### src/rtl/mux_rate_query_sched_pkg.sv
// Shared types and constants for the monitor query scheduler: FSM states,
// frame length, source encodings and the 10-byte frame builder.
package mux_rate_query_sched_pkg;

  typedef enum logic [2:0] {
    ST_IDLE,
    ST_SEND,
    ST_WAIT_ON,
    ST_WAIT_OFF,
    ST_GAP
  } state_e;

  localparam int unsigned FRAME_LEN = 10;
  localparam logic        SRC_HOST  = 1'b0;
  localparam logic        SRC_AUTO  = 1'b1;

  // Header bytes MSB first, then each 12-bit address as two bytes (high nibble zero-padded).
  function automatic logic [79:0] build_frame(input logic [47:0] hdr,
                                              input logic [11:0] start_addr,
                                              input logic [11:0] end_addr);
    return {hdr, 4'h0, start_addr, 4'h0, end_addr};
  endfunction

endpackage

### src/rtl/mux_rate_query_sched_ser.sv
// Control-frame serializer: loads header plus address pair and shifts out
// FRAME_LEN contiguous bytes, pulsing done alongside the last byte.
module rate_query_ser
  import mux_rate_query_sched_pkg::*;
(
  input  logic        clk,
  input  logic        rst,
  input  logic        load,
  input  logic [47:0] hdr,
  input  logic [11:0] start_addr,
  input  logic [11:0] end_addr,
  output logic [7:0]  dout,
  output logic        dout_en,
  output logic        done
);

  logic [79:0] frame_q, frame_d;
  logic [3:0]  cnt_q, cnt_d;

  always_comb begin
    frame_d = frame_q;
    cnt_d   = cnt_q;
    if (load) begin
      frame_d = build_frame(hdr, start_addr, end_addr);
      cnt_d   = 4'(FRAME_LEN);
    end else if (cnt_q != '0) begin
      frame_d = {frame_q[71:0], 8'h00};
      cnt_d   = cnt_q - 4'd1;
    end
  end

  always_ff @(posedge clk or negedge rst) begin
    if (!rst) begin
      frame_q <= '0;
      cnt_q   <= '0;
    end else begin
      frame_q <= frame_d;
      cnt_q   <= cnt_d;
    end
  end

  assign dout_en = (cnt_q != '0);
  assign dout    = dout_en ? frame_q[79:72] : '0;
  assign done    = (cnt_q == 4'd1);

endmodule

### src/rtl/mux_rate_query_sched.sv
// Query scheduler in front of the rate monitor: arbitrates host queries against a
// periodic auto-report, serializes the control frame and tracks the response phases.
module mux_rate_query_sched
  import mux_rate_query_sched_pkg::*;
#(
  parameter int unsigned PERIOD_CYC  = 100000000,
  parameter int unsigned TIMEOUT_CYC = 65535,
  parameter logic [47:0] AUTO_HDR    = 48'h0,
  parameter logic [11:0] AUTO_END    = 12'd255
) (
  input  logic        clk,
  input  logic        rst,
  input  logic        auto_en,
  input  logic        host_req,
  input  logic [47:0] host_hdr,
  input  logic [11:0] host_start,
  input  logic [11:0] host_end,
  output logic        host_ack,
  output logic        host_err,
  input  logic        rate_din_en,
  input  logic        rate_dout_en,
  output logic [7:0]  con_dout,
  output logic        con_dout_en,
  output logic        busy,
  output logic        last_src,
  output logic        timeout
);

  localparam logic [31:0] TIMER_LAST = 32'(PERIOD_CYC - 1);
  localparam logic [16:0] WAIT_LAST  = 17'(TIMEOUT_CYC - 1);

  state_e      state_q, state_d;
  logic [31:0] timer_q, timer_d;
  logic [16:0] wait_cnt_q, wait_cnt_d;
  logic        auto_pend_q, auto_pend_d;
  logic        last_src_q, last_src_d;
  logic        host_ack_q, host_ack_d;
  logic        host_err_q, host_err_d;
  logic        timeout_q, timeout_d;

  logic        idle_free, host_cand, host_bad, auto_cand;
  logic        grant_host, grant_auto, wrap;
  logic        ser_load, ser_done;
  logic [47:0] ser_hdr;
  logic [11:0] ser_start, ser_end;

  // The host still holds host_req during its ack cycle, so it is ignored then
  // to avoid acting twice on one request.
  always_comb begin
    idle_free  = (state_q == ST_IDLE) && !rate_din_en;
    host_cand  = idle_free && host_req && !host_ack_q;
    host_bad   = host_cand && (host_end < host_start);
    auto_cand  = idle_free && auto_pend_q && auto_en;
    grant_host = host_cand && !host_bad && (!auto_cand || last_src_q == SRC_AUTO);
    grant_auto = auto_cand && !grant_host;
    ser_load   = grant_host || grant_auto;
    ser_hdr    = grant_host ? host_hdr   : AUTO_HDR;
    ser_start  = grant_host ? host_start : 12'h000;
    ser_end    = grant_host ? host_end   : AUTO_END;
  end

  always_comb begin
    wrap        = auto_en && (timer_q == TIMER_LAST);
    timer_d     = '0;
    auto_pend_d = 1'b0;
    if (auto_en) begin
      timer_d     = wrap ? '0 : timer_q + 32'd1;
      auto_pend_d = grant_auto ? 1'b0 : (auto_pend_q || wrap);
    end
  end

  always_comb begin
    state_d    = state_q;
    wait_cnt_d = wait_cnt_q;
    last_src_d = last_src_q;
    host_ack_d = grant_host || host_bad;
    host_err_d = host_bad;
    timeout_d  = 1'b0;
    unique case (state_q)
      ST_IDLE: begin
        if (ser_load) begin
          state_d    = ST_SEND;
          last_src_d = grant_host ? SRC_HOST : SRC_AUTO;
        end
      end
      ST_SEND: begin
        if (ser_done) begin
          state_d    = ST_WAIT_ON;
          wait_cnt_d = '0;
        end
      end
      ST_WAIT_ON: begin
        if (rate_dout_en) begin
          state_d    = ST_WAIT_OFF;
          wait_cnt_d = '0;
        end else if (wait_cnt_q == WAIT_LAST) begin
          state_d   = ST_IDLE;
          timeout_d = 1'b1;
        end else begin
          wait_cnt_d = wait_cnt_q + 17'd1;
        end
      end
      ST_WAIT_OFF: begin
        if (!rate_dout_en) begin
          state_d = ST_GAP;
        end else if (wait_cnt_q == WAIT_LAST) begin
          state_d   = ST_IDLE;
          timeout_d = 1'b1;
        end else begin
          wait_cnt_d = wait_cnt_q + 17'd1;
        end
      end
      ST_GAP:  state_d = ST_IDLE;
      default: state_d = ST_IDLE;
    endcase
  end

  always_ff @(posedge clk or negedge rst) begin
    if (!rst) begin
      state_q     <= ST_IDLE;
      timer_q     <= '0;
      wait_cnt_q  <= '0;
      auto_pend_q <= 1'b0;
      last_src_q  <= SRC_AUTO;
      host_ack_q  <= 1'b0;
      host_err_q  <= 1'b0;
      timeout_q   <= 1'b0;
    end else begin
      state_q     <= state_d;
      timer_q     <= timer_d;
      wait_cnt_q  <= wait_cnt_d;
      auto_pend_q <= auto_pend_d;
      last_src_q  <= last_src_d;
      host_ack_q  <= host_ack_d;
      host_err_q  <= host_err_d;
      timeout_q   <= timeout_d;
    end
  end

  rate_query_ser u_ser (
    .clk        (clk),
    .rst        (rst),
    .load       (ser_load),
    .hdr        (ser_hdr),
    .start_addr (ser_start),
    .end_addr   (ser_end),
    .dout       (con_dout),
    .dout_en    (con_dout_en),
    .done       (ser_done)
  );

  assign host_ack = host_ack_q;
  assign host_err = host_err_q;
  assign busy     = (state_q != ST_IDLE);
  assign last_src = last_src_q;
  assign timeout  = timeout_q;

endmodule

### config.mk
export PLATFORM = sky130hd
export DESIGN_NAME = mux_rate_query_sched
export DESIGN_NICKNAME = d
export VERILOG_FILES = /design/src/rtl/mux_rate_query_sched_pkg.sv /design/src/rtl/mux_rate_query_sched_ser.sv /design/src/rtl/mux_rate_query_sched.sv
export SDC_FILE = /design/constraint.sdc
export NUM_CORES = 1
export LEC_CHECK = 0
export ABC_AREA = 1
export CAP_MARGIN = 20
export CORE_UTILIZATION = 62
export CTS_BUF_LIST = sky130_fd_sc_hd__clkbuf_16
export CTS_CLUSTER_SIZE = 12
export DETAILED_ROUTE_END_ITERATION = 16
export HOLD_SLACK_MARGIN = 0.02
export PLACE_DENSITY = 0.87
export SLEW_MARGIN = 0
export SYNTH_ARGS = -nofsm -noshare
export SYNTH_HDL_FRONTEND = slang
export SYNTH_SLANG_ARGS = --single-unit
### constraint.sdc
create_clock -name clk -period 5.77 [get_ports clk]
set_input_delay 0.8655 -clock clk [delete_from_list [all_inputs] [get_ports clk]]
set_output_delay 0.8655 -clock clk [all_outputs]
set_load 0.01 [all_outputs]
# Word-level counts from Yosys, hierarchy flattened
# Cells that the tools add are included.
# op_classes
addsub,3
magnitude_cmp,1
n_eq_ne,9
muxes,28
n_reduce_logical,27
# ops
cell,count
two-way mux 80 bit,2
two-way mux 17 bit,4
two-way mux 32 bit,2
case mux 17 bit (3 select lines),1
two-way mux 48 bit,1
adder 32 x 1 -> 32 bit (second input constant),1
equality test 32 x 27 -> 1 bit (second input constant),1
two-way mux 12 bit,2
adder 17 x 1 -> 17 bit (second input constant),1
equality test 17 x 16 -> 1 bit (second input constant),1
two-way mux 3 bit,5
< comparator 12 bit,1
case mux 3 bit (4 select lines),1
logical AND 1 bit,10
two-way mux 4 bit,2
two-way mux 8 bit,1
equality test 3 x 2 -> 1 bit (second input constant),2
two-way mux 1 bit,6
inequality test 2 bit (second input constant),3
nonzero test 3 bit,2
logical NOT 1 bit,5
equality test 4 x 1 -> 1 bit (second input constant),1
logical OR 1 bit,4
AND reduction 2 bit,2
other kinds (7),7
# totals
ff_bits,141
input_bits,78
elab_cells,78

# Depth between registers and ports, before layout
# depth
word_depth,13
mapped_depth,15
ltp_nobuf,14

# Cells and area by module
# A second synthesis with hierarchy kept.
# hier_totals
cells_unflattened,1287
area_unflattened_um2,9332.7
# modules_own_cells
mod,instances,cells_per_inst,area_per_inst_um2,seq_area_each_um2
mux_rate_query_sched,1,672,4956.0,1427.6
rate_query_ser,1,615,4376.7,2102.0

# Worst setup path before layout
# No wires, ideal clock.
# synth_timing
kind,register -> output
start,register u_ser.cnt_q[0]
end,output con_dout[0]
arrival_time_ps,1619
required_time_ps,4905
slack_ps,3285
stages_incl_launch_ff,8
n_path_buf,2
cell_sequence,dfrtp_1 -> inv_1 -> ha_1 -> nand2_1 -> nor2_1 -> buf_2 -> clkbuf_1 -> nor2_1
# synth_via
elab_chain_len,2
# synth_rtl
item,line_no,source
start: declaration,mux_rate_query_sched_ser.sv:18,"logic [3:0] cnt_q, cnt_d;"
start signal: assignment,mux_rate_query_sched_ser.sv:38,cnt_q <= cnt_d;
nonzero test 4 bit,mux_rate_query_sched_ser.sv:42,assign dout_en = (cnt_q != '0);
two-way mux 8 bit,mux_rate_query_sched_ser.sv:43,assign dout = dout_en ? frame_q[79:72] : '0;
end: declaration,mux_rate_query_sched.sv:22,"output logic [7:0] con_dout,"
# Every way passes these cells.

# Worst setup path after layout
# layout_timing
start,input auto_en
end,register u_ser.frame_q[40]
# layout_via
elab_chain_len,8
word_cells_on_any_way,10
cone_classes,mux: 2; reduce/logical: 8
# layout_rtl
item,line_no,source
start: declaration,mux_rate_query_sched.sv:13,"input logic auto_en,"
logical AND 1 bit *,mux_rate_query_sched.sv:53,auto_cand = idle_free && auto_pend_q && auto_en;
logical NOT 1 bit,mux_rate_query_sched.sv:54,grant_host = host_cand && !host_bad && (!auto_cand || last_src_q == SRC_AUTO);
logical OR 1 bit,mux_rate_query_sched.sv:54,
logical AND 1 bit,mux_rate_query_sched.sv:54,
logical NOT 1 bit,mux_rate_query_sched.sv:55,grant_auto = auto_cand && !grant_host;
logical AND 1 bit,mux_rate_query_sched.sv:55,
logical OR 1 bit,mux_rate_query_sched.sv:56,ser_load = grant_host || grant_auto;
two-way mux 80 bit or nonzero test 2 bit (tied branches),n/a,
end signal: assignment,mux_rate_query_sched_ser.sv:37,frame_q <= frame_d;
end: declaration,mux_rate_query_sched_ser.sv:17,"logic [79:0] frame_q, frame_d;"
# Every way passes the cells marked *; elsewhere a longest branch is shown, timed or not.
# A chain may end at the register's enable or synchronous reset.

==> impl_results.md <==
* Port Buffers at 91
* Iter 0 DRT Violations at 997
* Starting Density at 63.49%
* Area Overhead vs Synth at 17.93%
* Req. time, crit path at 6.13 ns
* Dpl cell area at 0.009316 mm2
* PD cells at 377.0 mW/mm2
* Fin util at 74.87%
* Design area at 0.009876 mm2
* Clk_lat worst skew at 0.43 ns
* Post-CTS setup buffers at 0
* Reg2reg path depth at 10
* Hold Vio Cnt, Final at 0
* Asr flop ratio synth at 100.0%
* Reg2reg end: u_ser.frame_q[40]
* Worst setup slack after placement at 1.313 ns
* Net count after synthesis at 1285
* Final cell count without fillers at 1445
* Yosys Warn Count at 0
* Hold Crit Class: reg -> reg
* Global-route usage over all layers at 31.74%
* Commonest non-fill, non-tap cell in the layout: nand2_1
* Wire length on met1 at 9101 um
* Met2 routed WL at 10510 um
* Register area share after synthesis at 42.15%
* Multi-input gate area at 0.003975 mm2
* Placed cells at 1413
* Lkg Pwr at 5.106 nW
* Final Cycle Share at 71.03%
* Routability congestion estimate at 0.9310
* CTS H-Tree Depth at 4
* Drt drc at 0
* RSZ-0062 raised after global routing: no
* Most frequent cells in the layout: nand2_1, inv_1, dfrtp_1
* Antenna Diode Count at 0
* Core Footprint at 0.01319 mm2
* Post-Syn Instances at 1191
* ANT nets after route at 0
* Slew Limit Fails at 0
* Critical path class: in -> reg
* CP arrival at 4.46 ns
* R2r setup slk at 2.59 ns
* Clock power frac at 28.3%
* Slowest-stage cell, CP: clkdlybuf4s50_1
* Critical Path Start Type: primary input
* Yosys top cell area share at 41.83%
* Worst Path Max Fanout at 48
* VDD IR-drop max at 0.2516 mV
* Crit. End Element: flip-flop
* Root Driver: clkbuf_16
* Post-DR vias/cell at 5.608
* Vias in the first global route at 7535
* CP max stage delay at 0.72 ns
* Seq pwr share at 37.2%
* Final Total Pwr at 3.723 mW
* Synth Flop Type: dfrtp_1
* Setup TNS at 0 ns
* Number of enable flip-flop cells after synthesis at 0
* Io pins at 92
* Register area at 0.003530 mm2
* Die Ht at 118.2 um
* Critical R2R Launch: state_q[0]
* Layout cells sized above 1 at 5.516%
* Row Count at 42
* Cells along the critical path: clkdlybuf4s50_1 > inv_1 > nor2_2 > a21oi_4 > buf_4 > nand2_4 > nand3_4 > inv_2 > nand2_1 > nand2_1
* Hold WS at 0.4724 ns
* DPL Wire Length at 14440 um
* Die ar. at 0.01398 mm2
* Status: finished, final reports clean
* Netlist cell types at 38
* Top Layer Used: met4
* Final setup violation count at 0
* Synthesized flop and latch total at 141
* Max_cap viols at 0
* CTS resizes at 0
* Clock buffer depth at 2
* First-pass GRT wire length at 35260 um
* Last element of the critical path: u_ser.frame_q[40]
* Worst clock skew at 0.008530 ns
* Synth area leaders: dfrtp_1, nand2_1, nand3_1, inv_1, nand4_1
* Largest net degree at the start of global routing at 100
* DRT Pass-1 Iters at 8
* Routed WL per cell at 14.92 um
* Largest delay contributor family on the critical path: buffers and inverters
* CTS Hold Bufs at 0
* Sw Pwr at 1.351 mW
* Clock Pin Slew Worst Setup and Hold Paths at 0.06 ns
* Switch share at 36.30%
* Achievable Freq at 244.0 MHz
* Final wirelength at 21560 um
* Final worst setup slack at 1.672 ns
* Layout Nets at 1350
* DIE WIDTH at 118.2 um
* Worst-Margin Slew at 0.9849 ns
* Critical path depth in cells at 10
* Routed length on met3 at 1323 um
* Slew margin rel. at 34.34%
* Syn Area/Cell at 7.031 um2
* Cell taking the most area after synthesis: dfrtp_1
* Netlist Area Pre-Place at 0.008374 mm2
* GRT overflow at 0
* Detailed-route via count at 8104
* Crit path from: auto_en
* CTS Buf Count at 17
* Buf/Inv on CP at 4
* Initial antenna violation count at 0
* Min Clock Period, post-route at 4.098 ns
* Clk sinks at 141
* Crit-path most repeated cell: nand2_1
* CTS tree: done
* Internal cell power at 2.372 mW
* Logic pwr share at 34.5%
* Layout fillers at 1045
==> cells in the mapped netlist, types with 17 or more instances <==
cell type	number
a21oi_1	26
buf_2	20
dfrtp_1	140
inv_1	164
nand2_1	388
nand3_1	138
nand4_1	51
nor2_1	83
nor3_1	29
o21ai_0	21
or2_2	18
xor2_1	17
==> worst register-to-register path, stage by stage, from the launching register on <==
cell and delay, ns:
dfrtp_1 0.49, nor2_4 0.14, nand4_1 0.14, nor2_2 0.21, a21oi_4 0.07, buf_4 0.25, nand2_4 0.46, nand3_4 0.48
inv_2 0.63, nand2_1 0.14, nand2_1 0.11
==> cell type report <==
type | instances | share of cell area [%]
flip-flops and latches | 141 | 35.74
multi-input cells | 830 | 40.25
clock buffers | 17 | 4.308
clock inverters | 15 | 1.356
well taps | 176 | 2.230
inverters | 169 | 6.423
repair buffers | 97 | 9.692
==> worst min-delay path by stage <==
stage          slack [ns]                 to  depth (start not counted)              start
2_1_floorplan        0.44  u_ser.frame_q[64]                          2  u_ser.frame_q[64]
3_3_place_gp         0.46   u_ser.frame_q[4]                          2   u_ser.frame_q[4]
3_5_place_dp         0.46   u_ser.frame_q[5]                          2   u_ser.frame_q[5]
4_1_cts              0.47   u_ser.frame_q[6]                          2   u_ser.frame_q[6]
5_1_grt              0.49  u_ser.frame_q[63]                          2  u_ser.frame_q[63]
6_report             0.47  u_ser.frame_q[64]                          2  u_ser.frame_q[64]
==> power by group through the flow <==
| stage | Clock [mW] | Sequential (mW) | Combinational (mW) |
|---|---|---|---|
| 6_report | 1.05 | 1.38 | 1.28 |
| 5_1_grt | 1.10 | 1.41 | 1.45 |
| 4_1_cts | 1.06 | 1.38 | 1.29 |
| 3_5_place_dp | 0 | 1.39 | 1.27 |
| 3_3_place_gp | 0 | 1.38 | 1.23 |
| 2_1_floorplan | 0 | 1.35 | 0.934 |
==> flip-flops by register name, summed over array words and instances (netlist names) <==
signal         count
timeout            1
last_src           1
auto_pend_q        1
host_ack           1
host_err           1
state_q            3
u_ser.cnt_q        4
timer_q           32
u_ser.frame_q     80
wait_cnt_q        17
==> kinds of logic after synthesis <==
group	share of synthesized area (%)
AO/OA/AOI/OAI	3.974
flip-flops	42.15
adder cells (fa/ha/maj)	2.391
AND/OR/NAND/NOR	38.61
XOR/XNOR	2.405
buffers and inverters	10.47
==> routing by layer <==
metal  global-route usage, %  vias up
li1                        -     3893
met1                   40.64     3776
met2                   52.76      376
met3                   6.612       59
met4                   12.26        0
met5                       0        -
(Power assumes the default switching activity.)
